File: config.mk
export PLATFORM = sky130hd
export DESIGN_NAME = fixed_to_float_converter
export DESIGN_NICKNAME = d
export VERILOG_FILES = /design/src/rtl/fx_fp_pkg.sv /design/src/rtl/fx_norm_shifter.sv /design/src/rtl/fixed_to_float_converter.sv
export SDC_FILE = /design/constraint.sdc
export NUM_CORES = 1
export LEC_CHECK = 0
export ABC_AREA = 1
export CAP_MARGIN = 20
export CORE_MARGIN = 2
export CORE_UTILIZATION = 50
export CTS_CLUSTER_DIAMETER = 80
export CTS_CLUSTER_SIZE = 16
export DETAILED_ROUTE_END_ITERATION = 6
export PLACE_DENSITY_LB_ADDON = 0.25
export SLEW_MARGIN = 20
export SYNTH_ARGS = -nofsm -noshare
export SYNTH_HDL_FRONTEND = slang
export SYNTH_SLANG_ARGS = --single-unit
File: constraint.sdc
create_clock -name CLK -period 4 [get_ports CLK]
set_clock_uncertainty 0.15 [all_clocks]
set_input_delay 0.4 -clock CLK [delete_from_list [all_inputs] [get_ports CLK]]
set_output_delay 0.4 -clock CLK [all_outputs]
set_load 0.1 [all_outputs]
File: src/rtl/fx_fp_pkg.sv
// Shared constants and FSM encoding for the fixed-to-float converter.
// Holds exponent bias, field widths and the converter state type.
package fx_fp_pkg;

    localparam int EXP_BIAS = 127;
    localparam int EXP_W    = 8;
    localparam int MANT_W   = 23;
    localparam int FX_W     = 32;

    typedef enum logic [2:0] {
        S_IDLE,
        S_ABS,
        S_NORM,
        S_PACK,
        S_DONE
    } state_e;

endpackage

File: src/rtl/fx_norm_shifter.sv
// Normalising shift register: loads a magnitude, shifts it left one bit
// per enabled cycle and counts shifts in lz.
// Ports: clk_i, rst_i (sync, active-high), load_i + mag_i (load and
// clear lz), shift_i (shift/count), mag_o, msb_o, lz_o.
module fx_norm_shifter
    import fx_fp_pkg::*;
(
    input  logic            clk_i,
    input  logic            rst_i,
    input  logic            load_i,
    input  logic [FX_W-1:0] mag_i,
    input  logic            shift_i,
    output logic [FX_W-1:0] mag_o,
    output logic            msb_o,
    output logic [4:0]      lz_o
);

    logic [FX_W-1:0] mag_q, mag_d;
    logic [4:0]      lz_q, lz_d;

    always_comb begin
        mag_d = mag_q;
        lz_d  = lz_q;
        if (load_i) begin
            mag_d = mag_i;
            lz_d  = 5'd0;
        end else if (shift_i) begin
            mag_d = {mag_q[FX_W-2:0], 1'b0};
            lz_d  = lz_q + 5'd1;
        end
    end

    always_ff @(posedge clk_i) begin
        if (rst_i) begin
            mag_q <= '0;
            lz_q  <= '0;
        end else begin
            mag_q <= mag_d;
            lz_q  <= lz_d;
        end
    end

    assign mag_o = mag_q;
    assign msb_o = mag_q[FX_W-1];
    assign lz_o  = lz_q;

endmodule

File: src/rtl/fixed_to_float_converter.sv
// Multi-cycle two's-complement fixed-point to IEEE-754 single converter.
// Ports: CLK, RST_FF (sync reset), Begin_FSM_FX (start), RST_FSM_FX
// (acknowledge), FIXED (operand), FLOAT (result), BUSY, ACK_FX.
// Build option: FX2FP_ROUND_NEAREST_EN enables round-to-nearest-even,
// otherwise the mantissa is truncated.
module fixed_to_float_converter
    import fx_fp_pkg::*;
#(
    parameter int FRAC_W = 23
) (
    input  logic            CLK,
    input  logic            RST_FF,
    input  logic            Begin_FSM_FX,
    input  logic            RST_FSM_FX,
    input  logic [FX_W-1:0] FIXED,
    output logic [FX_W-1:0] FLOAT,
    output logic            BUSY,
    output logic            ACK_FX
);

    state_e          state_q;
    logic [FX_W-1:0] operand_q;
    logic            sign_q;
    logic            zero_q;
    logic [FX_W-1:0] float_q;
    logic            ack_q;
    logic            busy_q;

    logic [FX_W-1:0] abs_val;
    logic [FX_W-1:0] mag;
    logic            msb;
    logic [4:0]      lz;
    logic            load;
    logic            shift;
    logic [8:0]      exp_d;
    logic [MANT_W-1:0] mant_d;
    logic [FX_W-1:0] float_d;

    // Negating 0x80000000 wraps to itself, which is the correct magnitude.
    assign abs_val = operand_q[FX_W-1] ? (~operand_q + 32'd1) : operand_q;
    assign load    = (state_q == S_ABS);
    assign shift   = (state_q == S_NORM) && !msb && !zero_q;

    fx_norm_shifter u_shift (
        .clk_i   (CLK),
        .rst_i   (RST_FF),
        .load_i  (load),
        .mag_i   (abs_val),
        .shift_i (shift),
        .mag_o   (mag),
        .msb_o   (msb),
        .lz_o    (lz)
    );

`ifdef FX2FP_ROUND_NEAREST_EN
    logic            guard;
    logic            sticky;
    logic            rnd;
    logic [MANT_W:0] mant_r;
    logic            unused_bits;

    assign unused_bits = mag[FX_W-1];

    always_comb begin
        exp_d  = 9'(EXP_BIAS + FX_W - 1 - FRAC_W) - 9'(lz);
        guard  = mag[7];
        sticky = |mag[6:0];
        rnd    = guard & (sticky | mag[8]);
        mant_r = {1'b0, mag[FX_W-2:8]} + (MANT_W+1)'(rnd);
        mant_d = mant_r[MANT_W-1:0];
        // Carry out of the mantissa: value becomes the next power of two.
        if (mant_r[MANT_W]) begin
            mant_d = '0;
            exp_d  = exp_d + 9'd1;
        end
    end
`else
    logic unused_bits;

    assign unused_bits = ^{mag[FX_W-1], mag[7:0]};

    always_comb begin
        exp_d  = 9'(EXP_BIAS + FX_W - 1 - FRAC_W) - 9'(lz);
        mant_d = mag[FX_W-2:8];
    end
`endif

    // Zero forces +0.0 regardless of the computed fields.
    assign float_d = zero_q ? '0 : {sign_q, exp_d[EXP_W-1:0], mant_d};

    always_ff @(posedge CLK) begin
        if (RST_FF) begin
            state_q   <= S_IDLE;
            operand_q <= '0;
            sign_q    <= 1'b0;
            zero_q    <= 1'b0;
            float_q   <= '0;
            ack_q     <= 1'b0;
            busy_q    <= 1'b0;
        end else begin
            unique case (state_q)
                S_IDLE: begin
                    if (Begin_FSM_FX) begin
                        operand_q <= FIXED;
                        state_q   <= S_ABS;
                        busy_q    <= 1'b1;
                    end
                end
                S_ABS: begin
                    sign_q  <= operand_q[FX_W-1];
                    zero_q  <= (abs_val == '0);
                    state_q <= S_NORM;
                end
                S_NORM: begin
                    if (msb || zero_q) begin
                        state_q <= S_PACK;
                    end
                end
                S_PACK: begin
                    float_q <= float_d;
                    ack_q   <= 1'b1;
                    state_q <= S_DONE;
                end
                S_DONE: begin
                    if (RST_FSM_FX) begin
                        ack_q   <= 1'b0;
                        busy_q  <= 1'b0;
                        state_q <= S_IDLE;
                    end
                end
                default: begin
                    state_q <= S_IDLE;
                    ack_q   <= 1'b0;
                    busy_q  <= 1'b0;
                end
            endcase
        end
    end

    assign FLOAT  = float_q;
    assign ACK_FX = ack_q;
    assign BUSY   = busy_q;

endmodule

==> impl_metrics.tcl <==
set metrics [dict create \
    synth_top_area_cell "dfxtp_1" \
    synth_ff_type "dfxtp_1" \
    cts_tree "done" \
    antenna_found_initial 0 \
    dieArea_mm2 0.01111 \
    dr.first_iter.drc_count 236 \
    final_layout_size_suffix_gt1_share_pct 5.603 \
    grt_pass1_wl_mm 20.95 \
    cts_buffer_depth 2 \
    synthTopCellsByCount "nand2_1, dfxtp_1, a21oi_1, nor2_1, nand3_1" \
    setup-violations-final 0 \
    clock-sinks 107 \
    crit_buf_inv 4 \
    final_nets 856 \
    grt_usage_pct 23.13 \
    p_per_area_mw_per_mm2 491.5 \
    vias 4995 \
    path_clk_slew_ns 0.11 \
    post_synth.cell_area_avg_um2 6.668 \
    setup-tns-final_ns 0 \
    synth_top_area_share_pct 41.66 \
    post-cts-setup-buffer-count 0 \
    fin_crit_sh_pct 64.63 \
    min_period_ns 2.585 \
    startpoint_type "register" \
    synth-seq-cells 107 \
    max_stage_delay_ns 0.58 \
    final_cells 957 \
    grt_max_degree 66 \
    maxSlewHeadroom_pct 34.19 \
    fp.coreArea_mm2 0.01014 \
    vias_per_cell 5.219 \
    place_hpwl_mm 9.355 \
    yosys_warnings 0 \
    critical-path-top-delay-family "simple AND/OR/NAND/NOR gates" \
    dieHeight_um 105.4 \
    clk_latency_ns 0.38 \
    worstHoldPathType "reg2reg" \
    synth.area.top_cells "dfxtp_1, nand2_1, a21oi_1, nand3_1, nor2_1" \
    ctsHoldBuffers 0 \
    antenna_cells 0 \
    rsz0062_at_grt "false" \
    path_max_fanout 33 \
    drc 0 \
    grt-ovfl-total 0 \
    synth.most_common_cell "nand2_1" \
    cp_common_cell "inv_2" \
    worstPathRequired_ns 4.11 \
    drt_wl_total_mm 12.43 \
    io_buffer_count 69 \
    grt_pass1_vias 4366 \
    cts_resized 0 \
    critPathKind "reg2reg" \
    p_leak_nw 2.319 \
    synth_area_mm2 0.005141 \
    synth_fp_nets 810 \
    htreeDepth 3 \
    cp-end-kind "register" \
    synth-edff-count 0 \
    fp-row-count 37 \
    status "complete, no violations" \
    crit_chain "inv_1 > buf_4 > nand3_2 > nor2_4 > inv_2 > nand2_1 > inv_2 > a221oi_1 > nor2_1" \
    cts_root_buf "clkbuf_8" \
    dpl.cell_count 942 \
    cp.arrival_ns 2.69 \
    hold_violations 0 \
    final_antenna_net_count 0 \
    cts_buffers 9 \
    cap_violations 0 \
    netlist_instances 771 \
    initial_utilization_pct 50.71 \
    slew_violations 0 \
    ys_seq_area_share_pct 41.66 \
    ys_async_sr_fraction_pct 0 \
    ys_types 33 \
    gp_congestion 0.8746 \
    worst_pin_slew_ns 0.9840 \
    syn2layout_area_growth_pct 17.43 \
    die_w_um 105.4 \
    vdd_drop_max_v 0.0001892 \
    top_level_ports 70 \
    cpMaxStageDelayCell "nor2_4" \
    wl_per_cell_um 12.99 \
    drt-pass1-iter-count 6 \
    fmax_mhz 386.8 \
]
## layout make-up
type | count | area, um^2
clock buffers | 9 | 123.9
clock inverters | 6 | 52.55
inverters | 57 | 214.0
multi-input cells | 567 | 2604
repair buffers | 75 | 730.7
fillers | 994 | 4101
well taps | 136 | 170.2
flip-flops and latches | 107 | 2142
## worst reg2reg max path: stages (launching register included)
cell	delay, ns
dfxtp_1	0.34
inv_1	0.06
buf_4	0.29
nand3_2	0.16
nor2_4	0.58
inv_2	0.16
nand2_1	0.13
inv_2	0.22
a221oi_1	0.31
nor2_1	0.07
## placed cells by master (no fill, tap or decap), types with 3 or more instances in the layout
| cell | netlist | final |
|---|---|---|
| buf_4 | 2 | 6 |
| nand2_1 | 238 | 238 |
| clkbuf_8 | 0 | 9 |
| nor2_2 | 6 | 6 |
| dfxtp_1 | 107 | 107 |
| inv_1 | 50 | 50 |
| clkdlybuf4s50_1 | 0 | 68 |
| nand3_2 | 2 | 3 |
| inv_2 | 7 | 7 |
| a21oi_1 | 77 | 77 |
| nand4_1 | 4 | 4 |
| inv_6 | 0 | 5 |
| o21ai_0 | 54 | 54 |
| nor2_1 | 75 | 75 |
| o21ai_1 | 3 | 3 |
| nand3_1 | 59 | 58 |
| a31oi_1 | 24 | 24 |
| ha_1 | 3 | 3 |
## cells by family after synthesis
family	count (synthesis)	share of synthesized area, %
buffers and inverters	97	7.788
xor gates and xnor gates	2	0.3408
AOI/OAI and AO/OA	165	17.35
DFF	107	41.66
and+or+nand+nor	397	32.12
adders and majority gates	3	0.7302
## power breakdown
group | internal [mW] | switching (mW) | total, mW
registers | 1.19 | 0.111 | 1.30
clock network | 0.236 | 0.394 | 0.630
logic | 0.321 | 0.719 | 1.04
total | 1.74 | 1.22 | 2.97
## stage by stage
stage | total power [mW] | cell area (um^2) | util [%] | setup WS, ns | hold slack [ns]
after global placement | 2.333 | 5861 | 57.81 | 1.542 | 0.2969
final | 2.967 | 6037 | 59.55 | 1.415 | 0.3201
after detailed placement | 2.354 | 5861 | 57.81 | 1.408 | 0.3061
after global routing | 3.178 | 6037 | 59.55 | 1.128 | 0.3381
after CTS | 2.972 | 6037 | 59.55 | 1.405 | 0.3218
after floorplan | 2.100 | 5141 | - | 2.076 | 0.2883
## layer usage
metal	part of all wire (%)	GRT usage [%]	routed length, um
met1	50	32.56	6166
met2	45	37.24	5554
met3	4.3	2.659	540
met4	1.3	7.048	166
met5	0	0	0
## flip-flops by register name, summed over array words and instances (netlist names)
signal and cells:
state_q 3, zero_q 1, sign_q 1, u_shift.mag_o 32
BUSY 1, ACK_FX 1, operand_q 32, FLOAT 31
u_shift.lz_o 5
## final timing paths
check	start	to	slack, ns	cells after the start
worst min-delay path	FLOAT[21]	FLOAT[21]	0.32	2
worst min register to register	FLOAT[21]	FLOAT[21]	0.32	2
worst max-delay path	zero_q	u_shift.mag_o[2]	1.41	9
worst max register to register	zero_q	u_shift.mag_o[2]	1.41	9
No activity file was read; power rests on OpenSTA's default activity.
